## src/rtl/dcsk_pkg.sv

```systemverilog
// ---------------------------------------------------------------------------
// dcsk_pkg
// Shared definitions for the DCSK transmit path: frame-generator state
// encoding, chip polarity constants and the default half-symbol length that
// both the chip delay line (DELAY) and the frame generator (BETA) use.
// ---------------------------------------------------------------------------
package dcsk_pkg;

   // Default chips per half-symbol; the delay line must be built with the
   // same value so information chips line up with their reference chips.
   localparam int DCSK_BETA = 8;

   // Chip encoding on the serial stream: 1 = +1, 0 = -1.
   localparam logic CHIP_POS = 1'b1;
   localparam logic CHIP_NEG = 1'b0;

   typedef enum logic [1:0] {
      IDLE = 2'd0,
      REF  = 2'd1,
      INFO = 2'd2
   } dcsk_frame_state_t;

endpackage

```

## src/rtl/dcsk_frame_gen_if.sv

```systemverilog
// ---------------------------------------------------------------------------
// dcsk_frame_gen_if
// Data input handshake and serial chip output of the DCSK frame generator.
//
// Handshake: a data bit transfers on every cycle where data_valid and
// data_ready are both 1; data_ready never depends on data_valid. The chip
// output has no backpressure: the consumer takes one chip per cycle
// whenever tx_valid is 1.
//
//   data_bit    master -> slave  bit to modulate
//   data_valid  master -> slave  data_bit is valid
//   data_ready  slave -> master  generator accepts data_bit this cycle
//   tx_chip     slave -> master  modulated chip (registered)
//   tx_valid    slave -> master  tx_chip is a live frame chip
//   tx_ref      slave -> master  1 on reference chips, 0 on information chips
//   sym_start   slave -> master  pulse with first reference chip of a symbol
//   sym_done    slave -> master  pulse with last information chip of a symbol
// ---------------------------------------------------------------------------
interface dcsk_frame_gen_if;

   logic data_bit;
   logic data_valid;
   logic data_ready;
   logic tx_chip;
   logic tx_valid;
   logic tx_ref;
   logic sym_start;
   logic sym_done;

   modport master (
      output data_bit, data_valid,
      input  data_ready, tx_chip, tx_valid, tx_ref, sym_start, sym_done
   );

   modport slave (
      input  data_bit, data_valid,
      output data_ready, tx_chip, tx_valid, tx_ref, sym_start, sym_done
   );

endinterface

```

## src/rtl/dcsk_frame_gen.sv

```systemverilog
// ---------------------------------------------------------------------------
// dcsk_frame_gen
// Transmit-side DCSK frame generator. For each accepted data bit it emits
// BETA reference chips copied from the chaos source, followed by BETA
// information chips formed as delayed_chip XNOR data bit. Sits beside a
// free-running chip delay line with DELAY = BETA.
//
// Ports:
//   clk           system clock
//   rst_n         synchronous active-low reset
//   chaos_chip    current chaos chip (also feeds the delay line)
//   delayed_chip  delay line output: chaos_chip from BETA cycles earlier
//   dif           data handshake + chip output (slave side)
//   state_o       current FSM state, for debug/observation
// ---------------------------------------------------------------------------
module dcsk_frame_gen
   import dcsk_pkg::*;
#(
   parameter int BETA = DCSK_BETA
) (
   input  logic              clk,
   input  logic              rst_n,
   input  logic              chaos_chip,
   input  logic              delayed_chip,
   dcsk_frame_gen_if.slave   dif,
   output dcsk_frame_state_t state_o
);

   localparam int CNT_W = $clog2(BETA);
   localparam logic [CNT_W-1:0] CNT_LAST = CNT_W'(BETA - 1);

   dcsk_frame_state_t state_q, state_d;
   logic [CNT_W-1:0]  cnt_q, cnt_d;
   logic              sym_bit_q, sym_bit_d;
   logic              last_chip;
   logic              accept;

   logic tx_chip_q, tx_chip_d;
   logic tx_valid_q, tx_valid_d;
   logic tx_ref_q, tx_ref_d;
   logic sym_start_q, sym_start_d;
   logic sym_done_q, sym_done_d;

   assign last_chip = (cnt_q == CNT_LAST);

   // Ready in IDLE, or on the final information chip so the next symbol can
   // follow with no gap. Forced low while reset is asserted.
   assign dif.data_ready = rst_n &&
                           ((state_q == IDLE) || ((state_q == INFO) && last_chip));
   assign accept         = dif.data_valid && dif.data_ready;

   // Next state, chip counter and latched symbol bit
   always_comb begin
      state_d   = state_q;
      cnt_d     = cnt_q;
      sym_bit_d = accept ? dif.data_bit : sym_bit_q;
      case (state_q)
         IDLE: begin
            if (accept) begin
               state_d = REF;
               cnt_d   = '0;
            end
         end
         REF: begin
            if (last_chip) begin
               state_d = INFO;
               cnt_d   = '0;
            end else begin
               cnt_d = cnt_q + CNT_W'(1);
            end
         end
         INFO: begin
            if (last_chip) begin
               state_d = accept ? REF : IDLE;
               cnt_d   = '0;
            end else begin
               cnt_d = cnt_q + CNT_W'(1);
            end
         end
         default: begin
            state_d = IDLE;
            cnt_d   = '0;
         end
      endcase
   end

   // Output registers are loaded from the chip of the state being entered,
   // so tx_chip trails its source chip by exactly one cycle. Because the
   // delay line is BETA deep, information chip k sees the same chaos sample
   // that produced reference chip k.
   always_comb begin
      tx_chip_d   = CHIP_NEG;
      tx_valid_d  = 1'b0;
      tx_ref_d    = 1'b0;
      sym_start_d = 1'b0;
      sym_done_d  = 1'b0;
      case (state_d)
         REF: begin
            tx_chip_d   = chaos_chip;
            tx_valid_d  = 1'b1;
            tx_ref_d    = 1'b1;
            sym_start_d = (cnt_d == '0);
         end
         INFO: begin
            tx_chip_d  = delayed_chip ~^ sym_bit_d;
            tx_valid_d = 1'b1;
            sym_done_d = (cnt_d == CNT_LAST);
         end
         default: ;
      endcase
   end

   always_ff @(posedge clk) begin
      if (!rst_n) begin
         state_q     <= IDLE;
         cnt_q       <= '0;
         sym_bit_q   <= 1'b0;
         tx_chip_q   <= CHIP_NEG;
         tx_valid_q  <= 1'b0;
         tx_ref_q    <= 1'b0;
         sym_start_q <= 1'b0;
         sym_done_q  <= 1'b0;
      end else begin
         state_q     <= state_d;
         cnt_q       <= cnt_d;
         sym_bit_q   <= sym_bit_d;
         tx_chip_q   <= tx_chip_d;
         tx_valid_q  <= tx_valid_d;
         tx_ref_q    <= tx_ref_d;
         sym_start_q <= sym_start_d;
         sym_done_q  <= sym_done_d;
      end
   end

   assign dif.tx_chip   = tx_chip_q;
   assign dif.tx_valid  = tx_valid_q;
   assign dif.tx_ref    = tx_ref_q;
   assign dif.sym_start = sym_start_q;
   assign dif.sym_done  = sym_done_q;
   assign state_o       = state_q;

endmodule
```

## src/flat_wrapper.sv

```systemverilog
// flat-port wrapper written by rule: the top's interface ports become plain ports
module dcsk_frame_gen_flat import dcsk_pkg::*;
#(
   parameter int BETA = DCSK_BETA
)
  (clk, rst_n, chaos_chip, delayed_chip, state_o, dif_data_bit, dif_data_valid, dif_data_ready, dif_tx_chip, dif_tx_valid, dif_tx_ref, dif_sym_start, dif_sym_done);
  dcsk_frame_gen_if dif_i ();
  input  logic clk;
  input  logic rst_n;
  input  logic chaos_chip;
  input  logic delayed_chip;
  output dcsk_frame_state_t state_o;
  input wire logic [$bits(dif_i.data_bit)-1:0] dif_data_bit;
  input wire logic [$bits(dif_i.data_valid)-1:0] dif_data_valid;
  output wire logic [$bits(dif_i.data_ready)-1:0] dif_data_ready;
  output wire logic [$bits(dif_i.tx_chip)-1:0] dif_tx_chip;
  output wire logic [$bits(dif_i.tx_valid)-1:0] dif_tx_valid;
  output wire logic [$bits(dif_i.tx_ref)-1:0] dif_tx_ref;
  output wire logic [$bits(dif_i.sym_start)-1:0] dif_sym_start;
  output wire logic [$bits(dif_i.sym_done)-1:0] dif_sym_done;
  assign dif_i.data_bit = dif_data_bit;
  assign dif_i.data_valid = dif_data_valid;
  assign dif_data_ready = dif_i.data_ready;
  assign dif_tx_chip = dif_i.tx_chip;
  assign dif_tx_valid = dif_i.tx_valid;
  assign dif_tx_ref = dif_i.tx_ref;
  assign dif_sym_start = dif_i.sym_start;
  assign dif_sym_done = dif_i.sym_done;
  dcsk_frame_gen #(.BETA(BETA)) u_core (.clk(clk), .rst_n(rst_n), .chaos_chip(chaos_chip), .delayed_chip(delayed_chip), .dif(dif_i), .state_o(state_o));
endmodule
```

## config.mk

```make
export PLATFORM = sky130hd
export DESIGN_NAME = dcsk_frame_gen_flat
export DESIGN_NICKNAME = d
export VERILOG_FILES = /design/src/rtl/dcsk_pkg.sv /design/src/rtl/dcsk_frame_gen_if.sv /design/src/rtl/dcsk_frame_gen.sv /design/src/flat_wrapper.sv
export SDC_FILE = /design/constraint.sdc
export NUM_CORES = 1
export LEC_CHECK = 0
export CAP_MARGIN = 20
export CORE_AREA = 8 8 48 50
export CTS_BUF_LIST = sky130_fd_sc_hd__clkbuf_4
export DETAILED_ROUTE_END_ITERATION = 10
export DIE_AREA = 0 0 56 58
export PLACE_DENSITY = 0.72
export SKIP_LAST_GASP = 1
export SLEW_MARGIN = 20
export SYNTH_ARGS = -nofsm -noshare
export SYNTH_HDL_FRONTEND = slang
export SYNTH_SLANG_ARGS = --single-unit
export TNS_END_PERCENT = 20
```

## constraint.sdc

```tcl
create_clock -name clk -period 3.1 [get_ports clk]
set_clock_uncertainty 0.05 [all_clocks]
set_input_delay 0.465 -clock clk [delete_from_list [all_inputs] [get_ports clk]]
set_output_delay 0.465 -clock clk [all_outputs]
set_load 0.03 [all_outputs]
```

=== Word-level counts from Yosys, hierarchy flattened ===
Index checks and enable logic that the tools add are counted.

* $add $sub $neg: 1
* Equality and inequality tests: 6
* Muxes and demuxes: 12
* Bitwise logic cells: 1
* Reduce and logical (&&, ||, !) cells: 10

{| class="wikitable"
|+ Operators with widths
! kind !! number
|-
| 3-bit == test (second input constant) || 2
|-
| 2-bit 2-to-1 mux || 3
|-
| 3-bit 2-to-1 mux || 2
|-
| 2-bit one-hot mux with 3 select lines || 1
|-
| 3-bit one-hot mux with 2 select lines || 1
|-
| 2-bit by 1-bit == test with 1-bit output (second input constant) || 2
|-
| 2-bit == test (second input constant) || 2
|-
| 1-bit 2-to-1 mux || 4
|-
| 2-bit AND reduction || 2
|-
| 2-bit OR reduction || 2
|-
| 3-bit by 1-bit adder with 3-bit output (second input constant) || 1
|-
| 1-bit logical AND || 3
|-
| 3-bit logical NOT || 1
|-
| 2-bit logical NOT || 1
|-
| 1-bit one-hot mux with 2 select lines || 1
|-
| 1-bit logical OR || 1
|-
| 1-bit XNOR || 1
|}

* Register bits after elaboration: 11
* Bits of input ports: 6
* Output and inout bits: 8
* Word-level logic and storage cells: 38

=== Depth between registers and ports, before layout ===
* Depth in word-level cells: 11
* Mapped depth: 10
* Gate-level depth less buffers: 10

=== Least setup slack after synthesis ===
OpenSTA, ideal clock, no wires.

* Path kind: register -> register
* From: register u_core.state_q[0] (netlist: u_core.state_o[0])
* To: register u_core.tx_chip_q (netlist: u_core.dif.tx_chip)
* Library setup time: 0.073 ns
* Arrival time: 2.114 ns
* Required time: 2.977 ns
* Path slack: 0.862 ns
* Cell stages (with the launch flop): 11
* Path buffers: 0
* Clock period less this slack: 2.238 ns
* Path through: dfxtp_1 -> inv_1 -> ha_1 -> a21boi_2 -> o21ai_0 -> a21o_1 -> inv_1 -> ha_1 -> and2b_2 -> nand3_1 -> o211ai_2

* Elaborated cells between the ends (all ways): 17
* Classes of those cells: eq/ne: 4; mux: 7; bitwise: 1; reduce/logical: 5

{| class="wikitable"
|+ RTL lines
! item !! line !! source
|-
| start: declaration || dcsk_frame_gen.sv:32 || <nowiki>dcsk_frame_state_t state_q, state_d;</nowiki>
|-
| start signal: assignment || dcsk_frame_gen.sv:124 || <nowiki>state_q <= state_d;</nowiki>
|-
| 2-bit == test || dcsk_frame_gen.sv:49, dcsk_frame_gen.sv:57 ||
|-
| 1-bit logical AND || dcsk_frame_gen.sv:49 || <nowiki>((state_q == IDLE) || ((state_q == INFO) && last_chip));</nowiki>
|-
| 1-bit logical OR || dcsk_frame_gen.sv:49 ||
|-
| 1-bit logical AND || dcsk_frame_gen.sv:48 || <nowiki>assign dif.data_ready = rst_n &&</nowiki>
|-
| 1-bit logical AND || dcsk_frame_gen.sv:50 || <nowiki>assign accept = dif.data_valid && dif.data_ready;</nowiki>
|-
| 2-bit 2-to-1 mux || dcsk_frame_gen.sv:59 || <nowiki>if (accept) begin</nowiki>
|-
| 2-bit one-hot mux with 3 select lines * || dcsk_frame_gen.sv:57 || <nowiki>case (state_q)</nowiki>
|-
| net u_core.state_d[1] || dcsk_frame_gen.sv:32 ||
|-
| 2-bit == test / 2-bit by 1-bit == test with 1-bit output (equally long branches) || dcsk_frame_gen.sv:97 || <nowiki>case (state_d)</nowiki>
|-
| 1-bit one-hot mux with 2 select lines * || dcsk_frame_gen.sv:97 ||
|-
| end signal: assignment || dcsk_frame_gen.sv:127 || <nowiki>tx_chip_q <= tx_chip_d;</nowiki>
|-
| end: declaration || dcsk_frame_gen.sv:38 || <nowiki>logic tx_chip_q, tx_chip_d;</nowiki>
|}

The timed path passes the listed nets; every way through them passes the cells marked *.
A chain may end at the register's enable or synchronous reset.

=== Worst setup path after layout ===
* From: register u_core.cnt_q[0]
* To: output dif_data_ready

* Cells in the longest elaborated chain, start to end: 4

{| class="wikitable"
|+ RTL lines
! item !! line !! source
|-
| start: declaration || dcsk_frame_gen.sv:33 || <nowiki>logic [CNT_W-1:0] cnt_q, cnt_d;</nowiki>
|-
| start signal: assignment || dcsk_frame_gen.sv:125 || <nowiki>cnt_q <= cnt_d;</nowiki>
|-
| 3-bit == test || dcsk_frame_gen.sv:44 || <nowiki>assign last_chip = (cnt_q == CNT_LAST);</nowiki>
|-
| 1-bit logical AND || dcsk_frame_gen.sv:49 ||
|-
| 1-bit logical OR || dcsk_frame_gen.sv:49 ||
|-
| 1-bit logical AND || dcsk_frame_gen.sv:48 ||
|-
| end: declaration || flat_wrapper.sv:15 || <nowiki>output wire logic [$bits(dif_i.data_ready)-1:0] dif_data_ready;</nowiki>
|}

Every way passes these cells.

==> reports/metrics.csv <==
stage,metric,value,unit
power_and_ir_drop,power_frac_clock,31.4,%
sta,tightest_slew,0.343,ns
power_and_ir_drop,p_leak,0.334,nW
global_route,grt_pass1_vias,528,
sta,setup_slack,0.506,ns
finish,fin_nets,97,
floorplanning,die_x,56,um
finish,instances_no_fill,99,
finish,fin_util,48.3,%
route,wl_per_cell,11.9,um
worst_setup_path,worstPathCellList,"ha_1, ha_1, a21o_1, and2_2, clkdlybuf4s50_1",
worst_setup_path,rr_endpoint,u_core.dif.tx_chip$_SDFF_PN0_,
sta,min_period,2.59,ns
floorplanning,die-area,3250,um^2
floorplanning,start_util,37.1,%
clocking,cts_hold_buffers,0,
clocking,clock_latency,0.27,ns
placement,dp_hpwl,944,um
route,avgViaCountPerCell,5.23,
yosys,synthesis.area,598,um^2
worst_setup_path,worstReg2RegStart,u_core.cnt_q[0]$_SDFF_PN0_,
yosys,yosys.cell_types.count,25,
worst_setup_path,cpPeakStageDelay,0.66,ns
yosys,yosysWarningCount,0,
flow_run,maxCapViolCount,0,
yosys,synth_seq_cells,11,
power_and_ir_drop,seqPwrFrac,46.6,%
yosys,yosysSeqAreaShare,36.8,%
worst_setup_path,path_buf_inv,1,
sta,rsz0062_at_grt,no,
clocking,path_clk_slew,0.06,ns
floorplanning,fp.dieH,58,um
finish,num_antenna_cells,0,
global_route,grt_use_met1,8.02,%
power_and_ir_drop,p_total,327,uW
clocking,post_cts_buffers,0,
placement,place.gp.congestion,0.796,
global_route,overflow,0,
sta,maxSlewViolCount,0,
worst_setup_path,rrSetupSlack,0.81,ns
sta,final_hold_viol_count,0,
finish,fillers,154,
placement,dp_slack,0.560,ns
status,status,completed,
power_and_ir_drop,switchingPower,86.6,uW
global_route,gr-usage-met2,13.2,%
route,dr.first_iter.drc_count,14,
clocking,clock_tree.buffer_depth,2,
global_route,grt_use_met3,3.93,%
yosys,syn_area_per_cell,9.20,um^2
worst_hold_path,hp-class,reg -> reg,
finish,fin_area,779,um^2
worst_setup_path,setup.worst_path.end_class,primary output,
global_route,grt_pass1_wl,2110,um
sta,setup_viol,0,
worst_setup_path,crit_fanout,5,
power_and_ir_drop,irDropWorstVdd,0.000313,V
sta,slew_headroom,76.9,%
global_route,top_usage_layer,met2,
clocking,clock_sinks,11,
worst_setup_path,worstSetupStartpointType,flip-flop,
clocking,cts-resized-gates,0,
yosys,syn_inst,65,
global_route,grt_usage,8.09,%
finish,drive_above_1_share,13.4,%
clocking,h-tree-depth,1,
clocking,cts-root-buf,clkbuf_4,
placement,placed_cell_area,749,um^2
floorplanning,row_count,15,
worst_setup_path,cp_slowest_cell,clkdlybuf4s50_1,
worst_hold_path,hold_depth,2,
route,drc,0,
sta,timing.final.crit_share,83.7,%
worst_setup_path,crit_type,reg -> out,
power_and_ir_drop,combPwrFrac,22.0,%
global_route,grt_max_degree,10,
sta,fmaxAchievable,386,MHz
floorplanning,coreArea,1610,um^2
route,num_vias,518,
power_and_ir_drop,p_per_area,420,nW/um^2
yosys,syn-num-nets,79,
route,ant_nets,0,
worst_hold_path,min-delay-start,u_core.cnt_q[2]$_SDFF_PN0_,
worst_setup_path,r2r.worst_path.cells,10,
floorplanning,boundaryPins,14,
worst_setup_path,cp_common_cell,ha_1,
power_and_ir_drop,swShare,26.5,%
worst_setup_path,worstPathArrival,2.08,ns
clocking,cts_tree,built,
worst_hold_path,hold_path_end,u_core.cnt_q[2]$_SDFF_PN0_,
worst_setup_path,cp_top_family,buffers and inverters,
route,drtPass1Iterations,4,
clocking,cts_buffers,3,
finish,areaGrowthSynthToFinish,30.3,%
route,wl,1180,um
sta,whs,0.492,ns
sta,tns,0,ns
worst_setup_path,cp.required,2.58,ns
power_and_ir_drop,power.internal,241,uW
global_route,antenna_found_initial,0,
placement,portBuffers,13,
placement,dp_cells,95,
-- synth_stat cells, drive strengths merged --
cell	instances	share of area, %
nand2b	1	1.0
nor2b	2	2.1
a31o	1	1.5
a21boi	1	1.9
a21o	3	3.8
ha	8	17
o21ai	5	4.2
o211ai	1	2.1
nor3	1	0.84
nor2	5	3.1
a31oi	1	1.0
inv	4	2.5
a22oi	2	3.3
a21oi	4	3.3
nand3	3	2.5
and2b	3	4.2
nand4	2	2.1
nand3b	1	1.3
nand2	3	1.9
and2	3	3.8
dfxtp	11	37
-- routing by layer --
layer  wire [um]  vias up
li1            -      268
met1         543      236
met2         539       10
met3          68        4
met4          31        0
met5           0        -
-- worst max-delay path by stage --
stage	start	end	slack [ns]	depth (start not counted)
floorplan	u_core.state_o[0]$_SDFF_PN0_	u_core.dif.tx_chip$_SDFF_PN0_	0.86	10
finish	u_core.cnt_q[0]$_SDFF_PN0_	dif_data_ready	0.51	5
detailed placement	rst_n	u_core.dif.tx_chip$_SDFF_PN0_	0.56	9
CTS	u_core.cnt_q[0]$_SDFF_PN0_	dif_data_ready	0.50	5
global route	u_core.cnt_q[0]$_SDFF_PN0_	dif_data_ready	0.37	5
global placement	rst_n	u_core.dif.tx_chip$_SDFF_PN0_	0.61	9
-- power groups by stage --
stage	Combinational (mW)	Clock, mW	Sequential (mW)
after floorplan	0.0349	0	0.166
after global placement	0.0720	0	0.156
after detailed placement	0.0721	0	0.156
after CTS	0.0724	0.107	0.153
after global routing	0.0792	0.117	0.153
final	0.0719	0.103	0.153
-- layout make-up --
cell class                 instances  area, um^2  area share (%)
inverter                           4        15.0            1.93
timing repair buffer              13         130            16.7
tap                               17        21.3            2.73
multi-input combinational         50         363            46.5
sequential                        11         220            28.3
clock buffer                       4        30.0            3.85
-- state kept, by name (all words and copies together) (netlist names) --
name / count
u_core.state_o: 2
u_core.cnt_q: 3
u_core.dif.tx_chip: 1
u_core.dif.sym_start: 1
u_core.dif.sym_done: 1
u_core.dif.tx_ref: 1
u_core.sym_bit_q: 1
u_core.dif.tx_valid: 1
-- worst min-delay path, delay by kind of cell, from the launching register on --
family	cells	cell delay (ns)
DFF	1	0.33
and+or+nand+nor	1	0.09
AOI/OAI and AO/OA	1	0.07
-- kinds of logic (layout without fill, tap and decap cells) --
kind of cell / Yosys count / count (layout) / synth area share, %
adder cells (fa/ha/maj): 8 / 8 / 16.7
AO/OA/AOI/OAI: 18 / 18 / 21.1
buffers and inverters: 4 / 21 / 2.51
AND/OR/NAND/NOR: 24 / 24 / 22.8
flip-flops: 11 / 11 / 36.8
-- placed cells by master, fill, tap and decap left out, types with 3 or more instances in the layout --
| master | netlist | routed |
|---|---|---|
| clkdlybuf4s50_1 | 0 | 13 |
| dfxtp_1 | 11 | 11 |
| ha_1 | 8 | 8 |
| nor2_1 | 5 | 5 |
| o21ai_0 | 5 | 5 |
| inv_1 | 4 | 4 |
| a21oi_1 | 4 | 4 |
| clkbuf_4 | 0 | 4 |
| a21o_1 | 3 | 3 |
| nand3_1 | 3 | 3 |
| nand2_1 | 3 | 3 |
Power figures use the tool's default switching activity.
